File: config.mk
export PLATFORM = sky130hd
export DESIGN_NAME = pipeline_skid_register
export DESIGN_NICKNAME = d
export VERILOG_FILES = /design/src/rtl/pipeline_skid_register_pkg.sv /design/src/rtl/pipeline_skid_register_entry.sv /design/src/rtl/pipeline_skid_register.sv
export SDC_FILE = /design/constraint.sdc
export NUM_CORES = 1
export LEC_CHECK = 0
export BUFFER_PORTS_ARGS = -buffer_cell sky130_fd_sc_hd__buf_2
export CAP_MARGIN = 30
export CORE_MARGIN = 10
export CORE_UTILIZATION = 50
export DETAILED_ROUTE_END_ITERATION = 12
export GPL_ROUTABILITY_DRIVEN = 0
export PLACE_DENSITY = 0.71
export SKIP_LAST_GASP = 1
export SLEW_MARGIN = 5
export SYNTH_ARGS = -nofsm -noshare
export SYNTH_HDL_FRONTEND = slang
export SYNTH_SLANG_ARGS = --single-unit
File: constraint.sdc
create_clock -name clk -period 4.3 [get_ports clk]
set_input_delay 0.43 -clock clk [delete_from_list [all_inputs] [get_ports clk]]
set_output_delay 0.43 -clock clk [all_outputs]
set_load 0.02 [all_outputs]
File: src/rtl/pipeline_skid_register_pkg.sv
// Shared defaults and control-field encodings for the writeback skid register.
package pipeline_skid_register_pkg;

    localparam int unsigned XLEN_DEFAULT       = 32;
    localparam int unsigned DATA_WORDS_DEFAULT = 5;
    localparam int unsigned CTRL_W_DEFAULT     = 10;

    typedef enum logic [1:0] {
        WB_SEL_ALU  = 2'd0,
        WB_SEL_LOAD = 2'd1,
        WB_SEL_PC4  = 2'd2,
        WB_SEL_CSR  = 2'd3
    } wb_sel_e;

    // Bit 0: register-file write enable, bit 1: CSR write enable.
    localparam logic [1:0] KILL_MASK_STD = 2'b11;
    localparam logic [CTRL_W_DEFAULT-1:0] KILL_MASK_DEFAULT = CTRL_W_DEFAULT'(KILL_MASK_STD);

endpackage

File: src/rtl/pipeline_skid_register_entry.sv
// One valid/data/ctrl storage slot; load wins over kill, kill drops valid and write enables.
module skid_entry
    import pipeline_skid_register_pkg::*;
#(
    parameter int unsigned DATA_W = XLEN_DEFAULT * DATA_WORDS_DEFAULT,
    parameter int unsigned CTRL_W = CTRL_W_DEFAULT,
    parameter logic [CTRL_W-1:0] KILL_MASK = CTRL_W'(KILL_MASK_STD)
) (
    input  logic              clk,
    input  logic              rst_n,
    input  logic              load,
    input  logic              kill,
    input  logic [DATA_W-1:0] in_data,
    input  logic [CTRL_W-1:0] in_ctrl,
    output logic              valid,
    output logic [DATA_W-1:0] data,
    output logic [CTRL_W-1:0] ctrl
);

    logic              valid_q, valid_d;
    logic [DATA_W-1:0] data_q,  data_d;
    logic [CTRL_W-1:0] ctrl_q,  ctrl_d;

    always_comb begin
        valid_d = valid_q;
        data_d  = data_q;
        ctrl_d  = ctrl_q;
        if (load) begin
            valid_d = 1'b1;
            data_d  = in_data;
            ctrl_d  = in_ctrl;
        end else if (kill) begin
            valid_d = 1'b0;
            ctrl_d  = ctrl_q & ~KILL_MASK;
        end
    end

    always_ff @(posedge clk or negedge rst_n) begin
        if (!rst_n) begin
            valid_q <= 1'b0;
            data_q  <= '0;
            ctrl_q  <= '0;
        end else begin
            valid_q <= valid_d;
            data_q  <= data_d;
            ctrl_q  <= ctrl_d;
        end
    end

    assign valid = valid_q;
    assign data  = data_q;
    assign ctrl  = ctrl_q;

endmodule

File: src/rtl/pipeline_skid_register.sv
// Two-entry skid register: main drives the outputs, skid absorbs one word while main is stalled.
module pipeline_skid_register
    import pipeline_skid_register_pkg::*;
#(
    parameter int unsigned XLEN       = XLEN_DEFAULT,
    parameter int unsigned DATA_WORDS = DATA_WORDS_DEFAULT,
    parameter int unsigned CTRL_W     = CTRL_W_DEFAULT,
    parameter logic [CTRL_W-1:0] KILL_MASK = CTRL_W'(KILL_MASK_STD)
) (
    input  logic                       clk,
    input  logic                       rst_n,
    input  logic                       flush,
    input  logic                       in_valid,
    output logic                       in_ready,
    input  logic [DATA_WORDS*XLEN-1:0] in_data,
    input  logic [CTRL_W-1:0]          in_ctrl,
    output logic                       out_valid,
    input  logic                       out_ready,
    output logic [DATA_WORDS*XLEN-1:0] out_data,
    output logic [CTRL_W-1:0]          out_ctrl,
    output logic [1:0]                 occupancy
);

    localparam int unsigned DATA_W = DATA_WORDS * XLEN;

    logic              main_valid, skid_valid;
    logic [DATA_W-1:0] main_data,  skid_data;
    logic [CTRL_W-1:0] main_ctrl,  skid_ctrl;

    logic              drain, accept;
    logic              main_load, main_kill, skid_load, skid_kill;
    logic [DATA_W-1:0] main_src_data;
    logic [CTRL_W-1:0] main_src_ctrl;

    always_comb begin
        drain     = main_valid & out_ready;
        accept    = in_valid & ~skid_valid;
        main_load = 1'b0;
        skid_load = 1'b0;
        if (!flush) begin
            // skid is only ever valid behind a valid main, so it refills main first
            if (skid_valid && drain) begin
                main_load = 1'b1;
            end else if (accept && (!main_valid || drain)) begin
                main_load = 1'b1;
            end
            skid_load = accept & main_valid & ~drain;
        end
        main_kill     = flush | (drain & ~main_load);
        skid_kill     = flush | (skid_valid & drain);
        main_src_data = skid_valid ? skid_data : in_data;
        main_src_ctrl = skid_valid ? skid_ctrl : in_ctrl;
    end

    skid_entry #(
        .DATA_W    (DATA_W),
        .CTRL_W    (CTRL_W),
        .KILL_MASK (KILL_MASK)
    ) u_main (
        .clk     (clk),
        .rst_n   (rst_n),
        .load    (main_load),
        .kill    (main_kill),
        .in_data (main_src_data),
        .in_ctrl (main_src_ctrl),
        .valid   (main_valid),
        .data    (main_data),
        .ctrl    (main_ctrl)
    );

    skid_entry #(
        .DATA_W    (DATA_W),
        .CTRL_W    (CTRL_W),
        .KILL_MASK (KILL_MASK)
    ) u_skid (
        .clk     (clk),
        .rst_n   (rst_n),
        .load    (skid_load),
        .kill    (skid_kill),
        .in_data (in_data),
        .in_ctrl (in_ctrl),
        .valid   (skid_valid),
        .data    (skid_data),
        .ctrl    (skid_ctrl)
    );

    // Killing an entry already zeroes its write enables, so out_ctrl needs no output mask.
    assign in_ready  = ~skid_valid;
    assign out_valid = main_valid;
    assign out_data  = main_data;
    assign out_ctrl  = main_ctrl;
    assign occupancy = {1'b0, main_valid} + {1'b0, skid_valid};

endmodule

=== After elaboration in Yosys (flattened, before gate mapping) ===
Index checks and enable logic that the tools add are counted.
Widths: inputs -> output; s select.

* Flip-flop bits (word level): 342
* Bits of input ports: 175

* Add/subtract/negate cells: 1
* Muxes and demuxes: 14
* Bitwise logic cells: 11
* Reduce and logical (&&, ||, !) cells: 6

{| class="wikitable"
|+ Operators with widths
! operator !! count
|-
| $mux 160 || 1
|-
| $mux 10 || 3
|-
| $mux 1 || 8
|-
| $and 1x1->1 || 6
|-
| $mux 2 || 2
|-
| $reduce_bool 2->1 || 2
|-
| $not 1->1 || 3
|-
| $add 1x1->2 || 1
|-
| $logic_and 1x1->1 || 2
|-
| $or 1x1->1 || 2
|-
| $logic_not 1->1 || 1
|-
| $logic_or 1x1->1 || 1
|}

=== Depth between registers and ports, before layout ===
Gate-level depths: netlist of the first run.

* Depth after elaboration: 11
* Depth in mapped cells: 6
* Mapped depth without buffers: 3

=== Hierarchy ===
From an unflattened synthesis of the first run, not the netlist that was laid out.

* Cell total of the unflattened synthesis: 925
* Area, all modules: 15542.4 um2

{| class="wikitable"
|+ Modules (own cells, without submodules)
! module !! instances !! cells an instance !! area an instance (um2) !! seq. area each (um2)
|-
| skid_entry || 2 || 363 || 6646.4 || 4279.1
|-
| pipeline_skid_register || 1 || 199 || 2249.7 || 0.0
|}

=== Least setup slack after synthesis of the first run ===
OpenSTA, ideal clock, no wires.

* Path kind: flip-flop to flip-flop
* Start point: register u_main.valid_q (netlist: u_main.valid)
* End point: register u_main.data_q[103] (netlist: u_main.data[103])
* Library setup time: 0.125 ns
* Arrival time: 1.805 ns
* Slack: 2.370 ns
* Cell stages (with the launch flop): 6
* Cells stage by stage: dfrtp_1 -> and2b_1 -> a211oi_2 -> buf_2 -> buf_4 -> mux2_2

* Word-level cells in the longest chain between the ends: 6
* Elaborated cells on any way between the ends: 8
* Those cells by class: mux: 3; bitwise: 1; reduce/logical: 4

{| class="wikitable"
|+ Ends and longest elaborated chain
! item !! line !! source
|-
| from (decl) || pipeline_skid_register_entry.sv:20 || <nowiki>logic valid_q, valid_d;</nowiki>
|-
| from (signal assigned) || pipeline_skid_register_entry.sv:44 || <nowiki>valid_q <= valid_d;</nowiki>
|-
| $and 1x1->1 or $logic_not 1->1 (tied branches) || pipeline_skid_register.sv:36, pipeline_skid_register.sv:44 ||
|-
| $logic_or 1x1->1 || pipeline_skid_register.sv:44 || <nowiki>end else if (accept && (!main_valid || drain)) begin</nowiki>
|-
| $logic_and 1x1->1 || pipeline_skid_register.sv:44 ||
|-
| $mux 1 || pipeline_skid_register.sv:44 ||
|-
| $mux 1 * || pipeline_skid_register.sv:42 || <nowiki>if (skid_valid && drain) begin</nowiki>
|-
| $mux 1 * || pipeline_skid_register.sv:40 || <nowiki>if (!flush) begin</nowiki>
|-
| to (signal assigned) || pipeline_skid_register_entry.sv:45 || <nowiki>data_q <= data_d;</nowiki>
|-
| to (decl) || pipeline_skid_register_entry.sv:21 || <nowiki>logic [DATA_W-1:0] data_q, data_d;</nowiki>
|}

Every way passes the cells marked *; elsewhere a longest branch is shown, timed or not.
A chain may end at the register's enable or synchronous reset.

=== Worst setup path after layout of the first run ===
* Start point: register u_skid.valid_q (netlist: u_skid.valid)
* End point: register u_main.data_q[54] (netlist: u_main.data[54])

* Word-level cells in the longest chain between the ends: 6
* Elaborated cells on any way between the ends: 8
* Those cells by class: mux: 4; bitwise: 2; reduce/logical: 2

{| class="wikitable"
|+ Ends and longest elaborated chain
! item !! line !! source
|-
| from (decl) || pipeline_skid_register_entry.sv:20 ||
|-
| from (signal assigned) || pipeline_skid_register_entry.sv:44 ||
|-
| $not 1->1 || pipeline_skid_register.sv:37 || <nowiki>accept = in_valid & ~skid_valid;</nowiki>
|-
| $and 1x1->1 || pipeline_skid_register.sv:37 ||
|-
| $logic_and 1x1->1 || pipeline_skid_register.sv:44 ||
|-
| $mux 1 || pipeline_skid_register.sv:44 ||
|-
| $mux 1 || pipeline_skid_register.sv:42 ||
|-
| $mux 1 || pipeline_skid_register.sv:40 ||
|}

Several ways; a longest one is shown, not always the timed one.

==> impl_metrics.ini, run 1 <==
[status]
status = finished, final reports clean

[finish]
nets = 1442
layout-drive-gt1-share_pct = 63.9
syn_to_final_growth_pct = 23.2
utilization_pct = 62.7

[synth]
synth.distinct_cells = 20
syn_area_um2 = 14700
syn-num-nets = 1100
synth_warnings = 0
syn-mean-instance-area_um2 = 15.9
synth-seq-cells = 342
ys_seq_area_share_pct = 58.3
synthCells = 924

[timing]
fin_crit_ns = 2.41
fin_crit_sh_pct = 56.0
finalClockSkew_ns = 0.0152
setup_viol = 0
fin_tns_setup_ns = 0
rsz0062_at_grt = false
worst_pin_slew_ns = 0.991
max-slew-margin-rel_pct = 33.9
drv_slew = 0
max_freq_ghz = 0.415
hold_violations = 0

[critical_path]
crit_family = flip-flops
r2r_setup_slack_ns = 1.89
cp_max_fo = 75
crit_path_top_delay_cell = dfrtp_4
required_ns = 4.68
startpoint = u_skid.valid
r2r_start = u_skid.valid
cp-endpoint = u_main.data[54]
cp.arrival_ns = 2.79
slowest_delay_ns = 0.64
reg2regPathDepth = 4
path_cells = nand2b_1 > a211oi_4 > buf_12 > mux2_2
timing.rr.end = u_main.data[54]
cp-start-kind = register
cp_num_cells = 4
cp-end-kind = register
crit_type = reg2reg
crit_buf_inv = 1

[power]
power_uw = 9810
ir_drop_mv = 0.403
leakage_uw = 0.00826
power_density_nw_per_um2 = 542

[clocking]
htree_levels = 2
cts_resized = 0
cts_buffers = 37
postCtsSetupRepairBufs = 0
clock_sinks = 342
cts_hold_buffers = 0
clockBufferDepth = 3
clock_latency_ns = 0.51
cts_tree = built
cts.clk_slew.worst_paths_ns = 0.06
cts-root-buf = clkbuf_16

[global_route]
grt_pass1_vias = 9571
grt.overflow.total = 0
grt_pass1_wl_um = 53800
antenna_found_initial = 15
grt_use_total_pct = 18.3
grt_max_degree = 152

[routing]
vias = 8801
via_per_inst = 5.23
wirelength_um = 34100
final_antenna_net_count = 0
first_pass_iters = 4
route.detailed.drc = 0
post_drt_wl_per_cell_um = 20.2
drt_iter0_markers = 312

[die]
die_h_um = 191
pin_count = 349
core-area_um2 = 28900
die_area_um2 = 36600
start_util_pct = 50.9
rows = 62
chipWidth_um = 191

[placed_design]
dpl.hpwl_um = 23400
numPortBuffers = 348

[hold_path]
hold_class = in2async

[job]
maxCapViolCount = 0
layout by cell type, fill, tap and decap left out:
cell,Yosys,routed
a211oi_4,0,1
a21oi_1,3,3
a22o_1,4,4
a311oi_1,1,1
and2b_1,1,1
and3_1,1,1
buf_12,0,9
buf_2,27,347
buf_4,11,2
buf_8,0,1
bufinv_16,0,2
clkbuf_1,18,10
clkbuf_16,0,39
clkbuf_8,0,10
clkinv_2,0,2
clkinvlp_4,0,1
dfrtp_1,342,341
dfrtp_4,0,1
diode_2,0,7
ha_1,1,1
inv_1,2,2
inv_6,0,1
mux2_1,97,97
mux2_2,409,409
nand2_1,1,1
nand2b_1,1,1
nor2b_1,1,1
nor3b_2,0,1
o21a_1,1,1
o21ai_0,1,1
cell families (layout without fill, tap and decap cells):
kind of cell	Yosys count	after routing	synth area share, %
buf+inv	58	426	1.99
flops	342	342	58.3
compound gates	11	11	0.571
mux	506	506	38.8
other cells	0	7	0
simple gates	6	6	0.256
fa+ha+maj	1	1	0.0852
final cells by class:
type,instances,area (um^2)
clock inverter,6,86.3
sequential,342,8560
fill,2238,10800
multi-input combinational,524,5840
clock buffer,59,1150
tap,384,480
inverter,2,7.51
antenna,7,17.5
timing repair buffer,359,1950
cell usage after synthesis:
cell type / number / area share (%)
ha_1: 1 / 0.085
o21a_1: 1 / 0.051
o21ai_0: 1 / 0.034
nand2b_1: 1 / 0.043
nor2b_1: 1 / 0.043
buf_4: 11 / 0.56
a21oi_1: 3 / 0.10
clkbuf_1: 18 / 0.46
a22o_1: 4 / 0.24
nor3b_1: 1 / 0.051
dfrtp_1: 342 / 58
a311oi_1: 1 / 0.060
buf_2: 27 / 0.92
mux2_1: 97 / 7.4
inv_1: 2 / 0.051
a211oi_2: 1 / 0.085
and3_1: 1 / 0.043
and2b_1: 1 / 0.051
mux2_2: 409 / 31
nand2_1: 1 / 0.026
metrics by stage:
| step | cells | instance area (um^2) | worst slack [ns] | hold WS [ns] |
|---|---|---|---|---|
| detailed placement | 1611 | 16800 | 1.93 | 0.469 |
| CTS | 1676 | 18100 | 1.90 | 0.0908 |
| floorplan | 924 | 14700 | 2.37 | 0.134 |
| finish | 1683 | 18100 | 1.89 | 0.0453 |
| global placement | 1611 | 16800 | 1.96 | 0.462 |
| global route | 1680 | 18100 | 1.80 | 0.105 |
registers in the layout (all words and copies together), names as in the netlist:
register and count:
u_skid.valid 1, u_main.valid 1, u_main.data 160, u_main.ctrl 10, u_skid.data 160, u_skid.ctrl 10
per-layer routing:
layer	track usage [%]	up-vias	routed length (um)	part of all wire, %
li1	-	4041	-	-
met1	22.8	4458	14300	42
met2	29.9	241	16400	48
met3	6.34	49	2770	8.1
met4	4.48	12	450	1.3
met5	0	-	65	0.19
worst min path at each step:
stage / start / to / slack (ns) / cells past startpoint
floorplan: rst_n / u_main.ctrl[0] / 0.13 / 0
global placement: u_main.data[133] / u_main.data[133] / 0.46 / 1
detailed placement: u_main.data[144] / u_main.data[144] / 0.47 / 1
CTS: rst_n / u_main.data[97] / 0.09 / 1
global route: rst_n / u_main.data[97] / 0.10 / 1
finish: rst_n / u_main.data[97] / 0.05 / 1
where the power goes:
group / total, uW / internal, uW / switching, uW
clock: 3180 / 1950 / 1230
sequential: 4450 / 4040 / 412
combinational: 2180 / 1050 / 1130
worst register-to-register path: cells and delay by family, from the launching register on:
family | cells | cell delay, ns
buf+inv | 1 | 0.42
flops | 1 | 0.64
mux | 1 | 0.47
simple gates | 1 | 0.31
compound gates | 1 | 0.44
Power figures use the tool's default switching activity.
==> run 2, diff against run 1 <==
==> constraint.sdc (replaced) <==
create_clock -name clk -period 2.25 [get_ports clk]
set_input_delay 0.225 -clock clk [delete_from_list [all_inputs] [get_ports clk]]
set_output_delay 0.225 -clock clk [all_outputs]
set_load 0.02 [all_outputs]
==> run 2 against run 1 <==
Setup slack got worse by 1.8 ns; clock skew fell by 0.010 ns; clock power increased by 86%; combinational power is 110% higher; highest routed layer is now met4; first-iteration DRC count is 18% lower; global-route usage rose by 1.9 points; power grew 93%; count of clock-buffer cells in the layout is the same; critical path type is now reg2out; critical path depth down 1.
==> impl_metrics.ini, run 2 (same netlist as run 1, synthesis figures left out) <==
[status]
status = finished, final reports clean

[clocking]
cts_tree = built
clock_sinks = 342
cts.clk_slew.worst_paths_ns = 0.06
htree_levels = 2
cts-root-buf = clkbuf_16
clock_latency_ns = 0.51
cts_buffers = 38
clockBufferDepth = 3

[finish]
final-seq-area_um2 = 8560
multi_input_area_um2 = 5840
layout-drive-gt1-share_pct = 56.9
final_common_cell = mux2_2
fin_cells = 1871
nets = 1635
syn_to_final_growth_pct = 36.3
layout_common_cells = mux2_2 (409), buf_2 (347), dfrtp_1 (341)
nFillCells = 1973

[critical_path]
crit_type = reg2out
cp-end-kind = output pin
r2r_setup_slack_ns = 0.19
required_ns = 2.03
cp-start-kind = register
reg2regPathDepth = 4
timing.rr.end = u_main.data[48]
cp_max_fo = 105
r2r_start = u_skid.valid
cp.arrival_ns = 1.95

[hold_path]
min_path_cells = 2
holdPathEnd = u_skid.data[43]
min-delay-start = in_data[43]
hold_class = in2reg

[global_route]
grt.overflow.total = 0
antenna_found_initial = 4
grt_pass1_vias = 10700
grt_pass1_wl_um = 59300
grt_use_total_pct = 20.1
grt_max_degree = 106

[timing]
max_freq_ghz = 0.460
worst_slack_ns = 0.0783
hold_violations = 0
fin_crit_sh_pct = 96.5
drv_slew = 0
holdWs_ns = 0.0191
max-slew-margin-rel_pct = 59.6
finalClockSkew_ns = 0.00500
setup_viol = 0
fin_crit_ns = 2.17
rsz0062_at_grt = false
worst_pin_slew_ns = 0.606
fin_tns_setup_ns = 0

[placed_design]
dpl.hpwl_um = 24400
place_inst = 1632
numPortBuffers = 348
pre_cts_ws_ns = 0.206

[routing]
wirelength_um = 37400
final_antenna_net_count = 0
via_per_inst = 5.20
post_drt_wl_per_cell_um = 20.0
first_pass_iters = 4
route.detailed.drc = 0
vias = 9720
drt_iter0_markers = 256

[power]
sw_frac_of_total_pct = 28.4
ir_drop_mv = 0.654
internal_power_uw = 13600
leakage_uw = 0.00909
clkPwrFrac_pct = 31.3
power_density_nw_per_um2 = 948
power.switching_uw = 5400
combPwrFrac_pct = 23.8
power_frac_seq_pct = 45.0

[die]
die_h_um = 191
core-area_um2 = 28900
die_area_um2 = 36600
rows = 62
pin_count = 349
start_util_pct = 50.9
chipWidth_um = 191

[job]
maxCapViolCount = 0
## run 2: layer usage
layer  global-route usage [%]  vias up  part of all wire, %
li1                         -     4418                    -
met1                     24.7     4947                   41
met2                     33.6      287                   49
met3                     5.52       68                  6.7
met4                     7.09        0                  2.8
met5                        0        -                    0
## run 2: how the worst max path moves through the flow
stage	start	end	cells after the start
after floorplan	u_main.valid	u_main.data[103]	5
after global placement	u_skid.valid	u_main.data[42]	4
after detailed placement	u_skid.valid	u_main.data[33]	4
after CTS	u_skid.valid	occupancy[0]	3
after global routing	u_skid.valid	occupancy[0]	3
final	u_skid.valid	occupancy[0]	3
## run 2: cell type report
| class | instances | share of cell area (%) |
|---|---|---|
| Clock buffer | 59 | 5.76 |
| Timing Repair Buffer | 551 | 19.5 |
| Sequential cell | 342 | 42.8 |
| Clock inverter | 4 | 0.225 |
| Tap cell | 384 | 2.40 |
| Inverter | 2 | 0.0375 |
| Multi-Input combinational cell | 524 | 29.2 |
| Antenna cell | 5 | 0.0625 |
## run 2: what timing repair did
item,in CTS,in global routing
hold buffers,171,0
resized for setup,0,1
buffers inserted,0,0
endpoints found under the setup margin,0,1
endpoints found under the hold margin,220,0
## run 2: worst max-delay path, stage by stage, from the launching register on
cell,delay [ns]
dfrtp_4,0.46
buf_16,0.41
ha_1,0.34
buf_2,0.16
## run 2: power by group through the flow
stage | registers [uW] | logic, uW | clock network (uW)
floorplan | 9320 | 1820 | 0
global placement | 8540 | 4180 | 0
detailed placement | 8620 | 4300 | 0
CTS | 8530 | 4550 | 6080
global route | 8730 | 4850 | 6330
finish | 8540 | 4510 | 5930
## run 2: metrics by stage
| stage | area, um^2 | util, % | total power, uW |
|---|---|---|---|
| global route | 20000 | 69.4 | 19900 |
| global placement | 17100 | 59.2 | 12700 |
| CTS | 20000 | 69.3 | 19200 |
| floorplan | 14700 | - | 11100 |
| finish | 20000 | 69.4 | 19000 |
| detailed placement | 17100 | 59.2 | 12900 |
==> run 3, diff against run 2 <==
--- a/config.mk
+++ b/config.mk
@@ -11,7 +11,7 @@
 export CORE_UTILIZATION = 50
 export DETAILED_ROUTE_END_ITERATION = 12
 export GPL_ROUTABILITY_DRIVEN = 0
-export PLACE_DENSITY = 0.71
+export PLACE_DENSITY = 0.75
 export SKIP_LAST_GASP = 1
 export SLEW_MARGIN = 5
 export SYNTH_ARGS = -nofsm -noshare
==> run 3 against run 2 <==
Flip-flop and latch count unchanged; setup slack gained 0.098 ns; utilization barely moved; first-iteration DRC count up 52%; largest cell class unchanged.
==> impl_metrics.ini, run 3 (same netlist as run 1, synthesis figures left out) <==
[global_route]
grt_use_total_pct = 21.1
grt_max_degree = 77
grt_pass1_wl_um = 62100
grt.overflow.total = 0
grt_pass1_vias = 11100
antenna_found_initial = 3

[routing]
route.detailed.drc = 0
drt_iter0_markers = 389
wirelength_um = 39200
via_per_inst = 5.25
post_drt_wl_per_cell_um = 21.0
first_pass_iters = 4
final_antenna_net_count = 0
vias = 9799

[finish]
layout-drive-gt1-share_pct = 56.8
utilization_pct = 69.3
final-seq-area_um2 = 8560
nets = 1636
final_common_cell = mux2_2
syn_to_final_growth_pct = 36.3
layout_common_cells = mux2_2 (409), buf_2 (347), dfrtp_1 (341)
nFillCells = 1919
fin_cells = 1868
multi_input_area_um2 = 5840

[power]
ir_drop_mv = 0.719
power_density_nw_per_um2 = 943
leakage_uw = 0.00908

[die]
start_util_pct = 50.9
chipWidth_um = 191
die_area_um2 = 36600
core-area_um2 = 28900
pin_count = 349
rows = 62
die_h_um = 191

[job]
maxCapViolCount = 0

[placed_design]
dpl.hpwl_um = 25000
numPortBuffers = 348
pre_cts_ws_ns = 0.231
place_inst = 1632

[clocking]
htree_levels = 2
clockBufferDepth = 3
cts_buffers = 37
cts.clk_slew.worst_paths_ns = 0.05
cts_tree = built
clock_latency_ns = 0.51
cts-root-buf = clkbuf_16
clock_sinks = 342

[timing]
fin_tns_setup_ns = 0
worst_slack_ns = 0.176
max-slew-margin-rel_pct = 69.1
fin_crit_sh_pct = 92.2
fin_crit_ns = 2.07
setup_viol = 0
hold_violations = 0
worst_pin_slew_ns = 0.464
drv_slew = 0
finalClockSkew_ns = 0.0106
max_freq_ghz = 0.482
rsz0062_at_grt = false

[critical_path]
cp-end-kind = output pin
required_ns = 2.03
cp_max_fo = 72
crit_type = reg2out
cp-start-kind = register
cp.arrival_ns = 1.85

[status]
status = finished, final reports clean

[hold_path]
hold_class = in2reg
[run 3: cell types whose count changed in the layout (fill, tap and decap cells not counted), moves of 2 or more]
cell       previous run  this run
diode_2               5         3
clkbuf_8              6         4
clkbuf_16            41        39
clkinv_2              3         1
[run 3: layout make-up]
cell class / instances / area share [%]
timing repair buffer: 553 / 19.8
clock buffer: 55 / 5.38
sequential: 342 / 42.8
tap: 384 / 2.40
clock inverter: 5 / 0.313
antenna: 3 / 0.0375
inverter: 2 / 0.0375
multi-input combinational: 524 / 29.2
[run 3: path summary, 6_finish.rpt]
path	endpoint	startpoint	depth (start not counted)	slack, ns
setup / recovery	occupancy[0]	u_skid.valid	3	0.18
hold / removal	u_skid.valid	in_valid	3	0.05
setup reg to reg	u_skid.data[5]	u_skid.valid	5	0.20
hold reg to reg	u_main.data[107]	u_main.data[107]	1	0.48
max in group asynchronous	u_skid.data[5]	rst_n	4	1.22
min in group asynchronous	u_main.data[130]	rst_n	2	0.20
[run 3: stage by stage]
stage / instance area [um^2] / hold WS [ns] / total power [uW]
detailed placement: 17100 / 0.122 / 12900
floorplan: 14700 / -0.0706 / 11100
CTS: 20000 / 0.0225 / 19000
global placement: 17100 / 0.117 / 12700
global route: 20000 / 0.0428 / 19800
finish: 20000 / 0.0488 / 18900
[run 3: repair_timing]
action	in CTS	in global routing
buffers inserted	0	0
gates resized for setup	1	0
hold buffers	172	0
endpoints found under the setup margin	3	0
hold endpoints to repair	351	0
[run 3: critical path, stage by stage, from the launching register on]
cell,delay (ns)
dfrtp_4,0.52
buf_16,0.26
ha_1,0.35
buf_2,0.20
[run 3: report_power, final]
part | switching (uW) | internal [uW]
Sequential | 875 | 7730
Clock | 2330 | 3420
Combinational | 2280 | 2240
[run 3: layer usage]
metal / share of wire [%] / wire, um / track usage [%]
met1: 41 / 15900 / 25.0
met2: 51 / 19900 / 36.9
met5: 0 / 0 / 0
met3: 6.4 / 2510 / 5.32
met4: 2.4 / 937 / 6.79
